## src/rtl/dmem_block_painter_if.sv

```systemverilog
// Command and display-memory write bus of the block painter.
// slave: painter side (takes commands, drives memory writes).
// master: command source / memory side.
interface dmem_block_painter_if #(
  parameter int ADDR_W = 12
);
  logic              iCMD_VALID;
  logic              oCMD_READY;
  logic [1:0]        iCMD_OP;
  logic [4:0]        iX;
  logic [3:0]        iY;
  logic [4:0]        iW;
  logic [3:0]        iH;
  logic [2:0]        iCOLOR;
  logic              oWREN;
  logic [ADDR_W-1:0] oWADDR;
  logic [31:0]       oWDATA;
  logic              oBUSY;
  logic              oDONE;
  logic              oERR;

  modport slave (
    input  iCMD_VALID, iCMD_OP, iX, iY, iW, iH, iCOLOR,
    output oCMD_READY, oWREN, oWADDR, oWDATA, oBUSY, oDONE, oERR
  );

  modport master (
    output iCMD_VALID, iCMD_OP, iX, iY, iW, iH, iCOLOR,
    input  oCMD_READY, oWREN, oWADDR, oWDATA, oBUSY, oDONE, oERR
  );
endinterface

```

## src/rtl/dmem_block_painter.sv

```systemverilog
// Block painter: turns PLOT / FILL / CLEAR commands into one-word-per-cycle
// writes into the 20x15 block display memory (address = base + y*20 + x).
// Optional build macro BOUNDS_CLIP_EN: out-of-range rectangles are clipped
// to the screen instead of being rejected.
module dmem_block_painter #(
  parameter int H_BLOCKS  = 20,
  parameter int V_BLOCKS  = 15,
  parameter int ADDR_W    = 12,
  parameter int BASE_ADDR = 0
) (
  input logic                 iCLK,
  input logic                 iRST,
  dmem_block_painter_if.slave bus
);

  typedef enum logic [1:0] {
    IDLE   = 2'd0,
    SETUP  = 2'd1,
    RUN    = 2'd2,
    FINISH = 2'd3
  } state_t;

  localparam logic [1:0] OP_PLOT  = 2'd0;
  localparam logic [1:0] OP_CLEAR = 2'd2;
  localparam logic [1:0] OP_RSVD  = 2'd3;
  localparam logic [5:0] H_LIM    = 6'(H_BLOCKS);
  localparam logic [4:0] V_LIM    = 5'(V_BLOCKS);

  state_t            state, state_next;
  logic [1:0]        op;
  logic [4:0]        x, w, col;
  logic [3:0]        y, h, row;
  logic [2:0]        color;
  logic              wren, done, err, busy;
  logic [ADDR_W-1:0] waddr;
  logic [31:0]       wdata;

  logic [5:0]        x_end;
  logic [4:0]        y_end;
  logic              x_oob, y_oob, x_over, y_over;
  logic              cmd_bad, cmd_empty;
  logic [4:0]        run_w;
  logic [3:0]        run_h;
  logic [ADDR_W-1:0] start_addr, row_step;
  logic              last_col, last_row, accept;

  assign accept         = bus.iCMD_VALID && (state == IDLE);
  assign bus.oCMD_READY = (state == IDLE);
  assign bus.oWREN      = wren;
  assign bus.oWADDR     = waddr;
  assign bus.oWDATA     = wdata;
  assign bus.oBUSY      = busy;
  assign bus.oDONE      = done;
  assign bus.oERR       = err;

  // Row stride without a multiplier: y*20 = (y<<4) + (y<<2).
  assign start_addr = ADDR_W'(BASE_ADDR) + (ADDR_W'(y) << 4) + (ADDR_W'(y) << 2) + ADDR_W'(x);
  assign row_step   = ADDR_W'(H_BLOCKS) - ADDR_W'(w) + ADDR_W'(1);
  assign last_col   = (col == w - 5'd1);
  assign last_row   = (row == h - 4'd1);

  // Validate the latched command and derive the rectangle actually painted.
  always_comb begin
    x_end  = {1'b0, x} + {1'b0, w};
    y_end  = {1'b0, y} + {1'b0, h};
    x_oob  = ({1'b0, x} >= H_LIM);
    y_oob  = ({1'b0, y} >= V_LIM);
    x_over = (x_end > H_LIM);
    y_over = (y_end > V_LIM);
`ifdef BOUNDS_CLIP_EN
    cmd_bad   = (op == OP_RSVD);
    cmd_empty = x_oob || y_oob || (w == 5'd0) || (h == 4'd0);
    run_w     = x_over ? 5'(H_LIM - {1'b0, x}) : w;
    run_h     = y_over ? 4'(V_LIM - {1'b0, y}) : h;
`else
    cmd_bad   = (op == OP_RSVD) || x_oob || y_oob || x_over || y_over;
    cmd_empty = (w == 5'd0) || (h == 4'd0);
    run_w     = w;
    run_h     = h;
`endif
  end

  // Next-state decode of the command sequencer.
  always_comb begin
    state_next = state;
    case (state)
      IDLE:    state_next = accept ? SETUP : IDLE;
      SETUP:   state_next = (cmd_bad || cmd_empty) ? FINISH : RUN;
      RUN:     state_next = (last_col && last_row) ? FINISH : RUN;
      FINISH:  state_next = IDLE;
      default: state_next = IDLE;
    endcase
  end

  // State register; reset abandons any command in flight.
  always_ff @(posedge iCLK or posedge iRST) begin
    if (iRST) state <= IDLE;
    else      state <= state_next;
  end

  // Command latch, raster counters and registered memory-write outputs.
  always_ff @(posedge iCLK or posedge iRST) begin
    if (iRST) begin
      op <= 2'd0; x <= 5'd0; y <= 4'd0; w <= 5'd0; h <= 4'd0; color <= 3'd0;
      col <= 5'd0; row <= 4'd0;
      wren <= 1'b0; waddr <= '0; wdata <= 32'd0;
      done <= 1'b0; err <= 1'b0; busy <= 1'b0;
    end else begin
      busy <= (state_next != IDLE);
      case (state)
        IDLE: begin
          wren <= 1'b0;
          done <= 1'b0;
          err  <= 1'b0;
          if (accept) begin
            op    <= bus.iCMD_OP;
            color <= bus.iCOLOR;
            case (bus.iCMD_OP)
              OP_PLOT: begin
                x <= bus.iX; y <= bus.iY; w <= 5'd1; h <= 4'd1;
              end
              OP_CLEAR: begin
                x <= 5'd0; y <= 4'd0; w <= 5'(H_BLOCKS); h <= 4'(V_BLOCKS);
              end
              default: begin
                x <= bus.iX; y <= bus.iY; w <= bus.iW; h <= bus.iH;
              end
            endcase
          end
        end
        SETUP: begin
          w   <= run_w;
          h   <= run_h;
          col <= 5'd0;
          row <= 4'd0;
          if (cmd_bad) begin
            err <= 1'b1;
          end else if (cmd_empty) begin
            done <= 1'b1;
          end else begin
            wren  <= 1'b1;
            waddr <= start_addr;
            wdata <= {29'd0, color};
          end
        end
        RUN: begin
          if (last_col) begin
            col <= 5'd0;
            if (last_row) begin
              wren <= 1'b0;
              done <= 1'b1;
            end else begin
              row   <= row + 4'd1;
              waddr <= waddr + row_step;
            end
          end else begin
            col   <= col + 5'd1;
            waddr <= waddr + ADDR_W'(1);
          end
        end
        FINISH: begin
          wren <= 1'b0;
          done <= 1'b0;
          err  <= 1'b0;
        end
        default: begin
          wren <= 1'b0;
          done <= 1'b0;
          err  <= 1'b0;
        end
      endcase
    end
  end

endmodule
```

## src/flat_wrapper.sv

```systemverilog
// flat-port wrapper written by rule: the top's interface ports become plain ports
module dmem_block_painter_flat 
#(
  parameter int H_BLOCKS  = 20,
  parameter int V_BLOCKS  = 15,
  parameter int ADDR_W    = 12,
  parameter int BASE_ADDR = 0
)
  (iCLK, iRST, bus_iCMD_VALID, bus_iCMD_OP, bus_iX, bus_iY, bus_iW, bus_iH, bus_iCOLOR, bus_oCMD_READY, bus_oWREN, bus_oWADDR, bus_oWDATA, bus_oBUSY, bus_oDONE, bus_oERR);
  dmem_block_painter_if #(.ADDR_W(ADDR_W)) bus_i ();
  input logic iCLK;
  input logic iRST;
  input wire logic [$bits(bus_i.iCMD_VALID)-1:0] bus_iCMD_VALID;
  input wire logic [$bits(bus_i.iCMD_OP)-1:0] bus_iCMD_OP;
  input wire logic [$bits(bus_i.iX)-1:0] bus_iX;
  input wire logic [$bits(bus_i.iY)-1:0] bus_iY;
  input wire logic [$bits(bus_i.iW)-1:0] bus_iW;
  input wire logic [$bits(bus_i.iH)-1:0] bus_iH;
  input wire logic [$bits(bus_i.iCOLOR)-1:0] bus_iCOLOR;
  output wire logic [$bits(bus_i.oCMD_READY)-1:0] bus_oCMD_READY;
  output wire logic [$bits(bus_i.oWREN)-1:0] bus_oWREN;
  output wire logic [$bits(bus_i.oWADDR)-1:0] bus_oWADDR;
  output wire logic [$bits(bus_i.oWDATA)-1:0] bus_oWDATA;
  output wire logic [$bits(bus_i.oBUSY)-1:0] bus_oBUSY;
  output wire logic [$bits(bus_i.oDONE)-1:0] bus_oDONE;
  output wire logic [$bits(bus_i.oERR)-1:0] bus_oERR;
  assign bus_i.iCMD_VALID = bus_iCMD_VALID;
  assign bus_i.iCMD_OP = bus_iCMD_OP;
  assign bus_i.iX = bus_iX;
  assign bus_i.iY = bus_iY;
  assign bus_i.iW = bus_iW;
  assign bus_i.iH = bus_iH;
  assign bus_i.iCOLOR = bus_iCOLOR;
  assign bus_oCMD_READY = bus_i.oCMD_READY;
  assign bus_oWREN = bus_i.oWREN;
  assign bus_oWADDR = bus_i.oWADDR;
  assign bus_oWDATA = bus_i.oWDATA;
  assign bus_oBUSY = bus_i.oBUSY;
  assign bus_oDONE = bus_i.oDONE;
  assign bus_oERR = bus_i.oERR;
  dmem_block_painter #(.H_BLOCKS(H_BLOCKS), .V_BLOCKS(V_BLOCKS), .ADDR_W(ADDR_W), .BASE_ADDR(BASE_ADDR)) u_core (.iCLK(iCLK), .iRST(iRST), .bus(bus_i));
endmodule
```

## config.mk

```make
export PLATFORM = sky130hd
export DESIGN_NAME = dmem_block_painter_flat
export DESIGN_NICKNAME = d
export VERILOG_FILES = /design/src/rtl/dmem_block_painter_if.sv /design/src/rtl/dmem_block_painter.sv /design/src/flat_wrapper.sv
export SDC_FILE = /design/constraint.sdc
export NUM_CORES = 1
export LEC_CHECK = 0
export ABC_CLOCK_PERIOD_IN_PS = 2800
export CAP_MARGIN = 10
export CORE_MARGIN = 10
export CORE_UTILIZATION = 38
export CTS_CLUSTER_DIAMETER = 50
export CTS_CLUSTER_SIZE = 28
export DETAILED_ROUTE_END_ITERATION = 8
export PLACE_DENSITY_LB_ADDON = 0.25
export SYNTH_ARGS = -nofsm -noshare
export SYNTH_HDL_FRONTEND = slang
export SYNTH_SLANG_ARGS = --single-unit
```

## constraint.sdc

```tcl
create_clock -name iCLK -period 2.8 [get_ports iCLK]
set_clock_uncertainty 0.15 [all_clocks]
set_input_delay 0.28 -clock iCLK [delete_from_list [all_inputs] [get_ports iCLK]]
set_output_delay 0.28 -clock iCLK [all_outputs]
set_load 0.03 [all_outputs]
```

==> impl_metrics.yaml <==
setup_path:
  crit_chain: "buf_4 > o21a_1 > o21ai_2 > inv_2 > buf_4 > ha_1 > or2_2 > a21oi_2 > a31oi_2 > buf_4 > xnor2_1 > o2111ai_1 > o221ai_1"
  crit_start: "u_core.run_w[0]"
  r2r_start: "u_core.run_w[0]"
  max_stage_delay_ps: 470
  crit_required_ps: 2820
  cp_slowest_cell: "dfrtp_2"
  end_kind: "register"
  cp.arrival_ps: 3010
  startpoint_type: "register"
  crit_type: "register to register"
  critPathMaxFanout: 6
  worst_path_most_repeated_cell: "buf_4"
synthesis:
  yosys.area_share.simple_pct: 14.4
  synthAdderAreaFrac_pct: 12.5
  ys_ff_latch: 53
  synth-edff-count: 0
  ys_warn_count: 0
  synth.avg_cell_area_um2: 9.21
  synth_area_um2: 4220
  ys.flop_type: "dfrtp_1"
  netlist_instances: 458
  synth-xor-area-share_pct: 7.69
  synth_top_family_by_area: "compound AO/OA/AOI/OAI gates"
  synthMuxAreaShare_pct: 4.42
  synthArstFlopShare_pct: 100
  synth_compound_area_share_pct: 19.7
  synth_cell_types: 63
  ys_seq_area_share_pct: 31.5
hold_path:
  hold_path.class: "primary input to async pin"
place:
  place_area_um2: 5070
  pre_cts_ws_ps: -256
  routabilityCongestion: 0.847
  port_buffers: 45
  dpl.hpwl_mm: 8.71
timing:
  slew_violations: 0
  fin_hold_ws_ps: 192
  finalHoldViolations: 0
  tightest_slew_ps: 630
  setup-violations-final: 17
  fin_crit_ps: 2980
  clock.fmax_ghz: 0.335
  rsz0062_at_grt: "yes"
  maxSlewHeadroom_pct: 57.8
  finalCritPeriodShare_pct: 107
  timing.final.ws_setup_ps: -185
clock_tree:
  ctsHoldBuffers: 0
  cts_tree: "built"
  cts_buffers: 5
  cts_buffer_depth: 2
  htree_levels: 2
  clkTransAtPathRegs_ps: 110
  root_buffer: "clkbuf_8"
  clk_latency_ps: 320
  clock_sinks: 53
pwr:
  clkPwrFrac_pct: 7.6
  netSwitchingPower_mw: 3.43
  p_per_area_nw_per_um2: 1390
  power_frac_comb_pct: 73.1
  ir_drop_mv: 0.570
  p_int_mw: 3.98
  power_frac_seq_pct: 19.4
  power_switching_share_pct: 46.3
  leakagePower_nw: 2.43
layout:
  area_growth_pct: 26.4
  nets: 619
  layout-drive-gt1-share_pct: 20.0
  n_antenna_cell: 0
  fin_util_pct: 49.2
  final_cell_area_um2: 5330
  nFillCells: 1052
routing:
  drc_errors: 0
  postRouteAntennaNets: 0
  dr.pass1.iters: 4
  wirelength_mm: 10.9
  wire_per_inst_um: 15.6
  num_vias: 3517
  drt_iter0_markers: 224
  via_per_inst: 5.06
outcome:
  violations: "setup timing"
  status: "complete, but fails checks"
global_routing:
  grt_pass1_wl_mm: 18.0
  grt_antenna_before_repair: 0
  grtUsageTotal_pct: 13.4
  grt.overflow.total: 0
  grt_pass1_vias: 3698
  grt_max_degree: 29
floorplanning:
  die_h_um: 125
  initial_core_util_pct: 38.9
  fp.dieW_um: 125
  core_um2: 10800
  row_count: 38
  fp.dieArea_um2: 15700
  ios: 75
run:
  maxCapViolCount: 0
-- power by group through the flow --
stage          Sequential (mW)  Combinational (mW)  Clock, mW
3_3_place_gp              1.42                5.07          0
2_1_floorplan             1.61                3.21          0
3_5_place_dp              1.43                5.18          0
5_1_grt                   1.48                6.02      0.609
6_report                  1.43                5.41      0.562
4_1_cts                   1.42                5.29      0.584
-- cells by family after synthesis --
group,Yosys count
multiplexers,17
AO/OA/AOI/OAI,119
AND/OR/NAND/NOR,119
adder cells (fa/ha/maj),39
flip-flops,53
XOR/XNOR,37
buffers and inverters,73
other,1
-- cell usage in the layout, fill, tap and decap left out, types with 4 or more instances in the layout --
cell / count
buf_4: 57
dfrtp_1: 52
clkdlybuf4s50_1: 45
ha_1: 29
conb_1: 29
a21oi_1: 28
nor2_1: 27
nand2_1: 27
inv_1: 25
xnor2_1: 23
o21ai_0: 19
nand3_1: 14
xor2_1: 14
mux2_2: 11
a22o_1: 11
nor3_1: 9
nor2b_1: 9
o21ai_1: 8
nand2b_1: 6
o21a_1: 5
a21o_1: 5
a31oi_1: 5
fa_1: 5
clkbuf_8: 5
nand4_1: 4
a211oi_1: 4
mux2i_1: 4
-- state kept, by name (all words and copies together), names as in the netlist --
signal / flops
u_core.run_w: 5
u_core.bus.oWADDR: 12
u_core.h: 4
u_core.x: 5
u_core.bus.oERR: 1
u_core.bus.oWDATA: 3
u_core.state: 2
u_core.bus.oDONE: 1
u_core.op: 2
u_core.color: 3
u_core.col: 5
u_core.bus.oWREN: 1
u_core.bus.oBUSY: 1
u_core.y: 4
u_core.row: 4
-- repair_timing --
action	4_1_cts	5_1_grt
pin swaps	4	7
gates resized for setup	3	17
setup buffers	4	3
endpoints found under the setup margin	17	22
-- critical path, delay by kind of cell (launching register included) --
kind	cells	cell delay, ps
AO/OA/AOI/OAI	6	900
buffers and inverters	4	590
flip-flops	1	470
AND/OR/NAND/NOR	1	310
adder cells (fa/ha/maj)	1	280
XOR/XNOR	1	130
-- path summary, 6_finish.rpt --
| path | to | slack [ps] | depth (start not counted) |
|---|---|---|---|
| max in group asynchronous | u_core.bus.oWDATA[1] | 1670 | 3 |
| worst min-delay path | u_core.x[3] | 190 | 2 |
| worst max-delay path | u_core.bus.oWADDR[11] | -180 | 13 |
| worst min register to register | u_core.bus.oWREN | 360 | 1 |
| worst max register to register | u_core.bus.oWADDR[11] | -180 | 13 |
| min in group iCLK | u_core.bus.oWREN | 360 | 1 |
-- synth_stat cells, types with 4 or more instances --
| cell type | number | area [um2] |
|---|---|---|
| nor2b_1 | 9 | 56.3 |
| a211oi_1 | 5 | 37.5 |
| nand2_1 | 28 | 105 |
| nor2_1 | 27 | 101 |
| ha_1 | 34 | 425 |
| xnor2_1 | 23 | 201 |
| clkbuf_1 | 8 | 30.0 |
| fa_1 | 5 | 100 |
| nand4_1 | 4 | 25.0 |
| mux2i_1 | 4 | 40.0 |
| inv_1 | 28 | 105 |
| nand3_1 | 14 | 70.1 |
| a21o_1 | 5 | 37.5 |
| a31oi_1 | 6 | 37.5 |
| nand2b_1 | 6 | 37.5 |
| o21a_1 | 5 | 37.5 |
| xor2_1 | 14 | 123 |
| o21ai_1 | 6 | 30.0 |
| a21oi_1 | 30 | 150 |
| o2111ai_1 | 4 | 35.0 |
| o21ai_0 | 22 | 110 |
| dfrtp_1 | 53 | 1330 |
| mux2_2 | 13 | 146 |
| a22o_1 | 11 | 96.3 |
| buf_2 | 4 | 20.0 |
| nor3_1 | 9 | 45.0 |
| buf_4 | 30 | 225 |
-- cell type report --
class | instances | area, um2 | share of cell area (%)
clock buffers | 5 | 68.8 | 1.29
well taps | 140 | 175 | 3.29
inverters | 28 | 105 | 1.97
clock inverters | 3 | 47.5 | 0.892
repair buffers | 106 | 932 | 17.5
flip-flops and latches | 53 | 1330 | 24.9
multi-input cells | 360 | 2680 | 50.2
-- stage by stage --
stage / setup TNS, ps / instances / power (mW)
after floorplan: -32.3 / 486 / 4.81
after global routing: -4830 / 695 / 8.10
after global placement: -467 / 680 / 6.49
final: -1910 / 695 / 7.41
after detailed placement: -1900 / 680 / 6.61
after CTS: -2080 / 692 / 7.29
-- layer usage --
metal	up-vias	global-route usage, %	wire length (um)
met3	11	2.70	568
li1	1760	-	-
met2	87	22.4	5120
met5	-	0	0
met4	0	3.32	131
met1	1659	17.2	5040
Note: power is estimated with default switching activity, not from simulation.
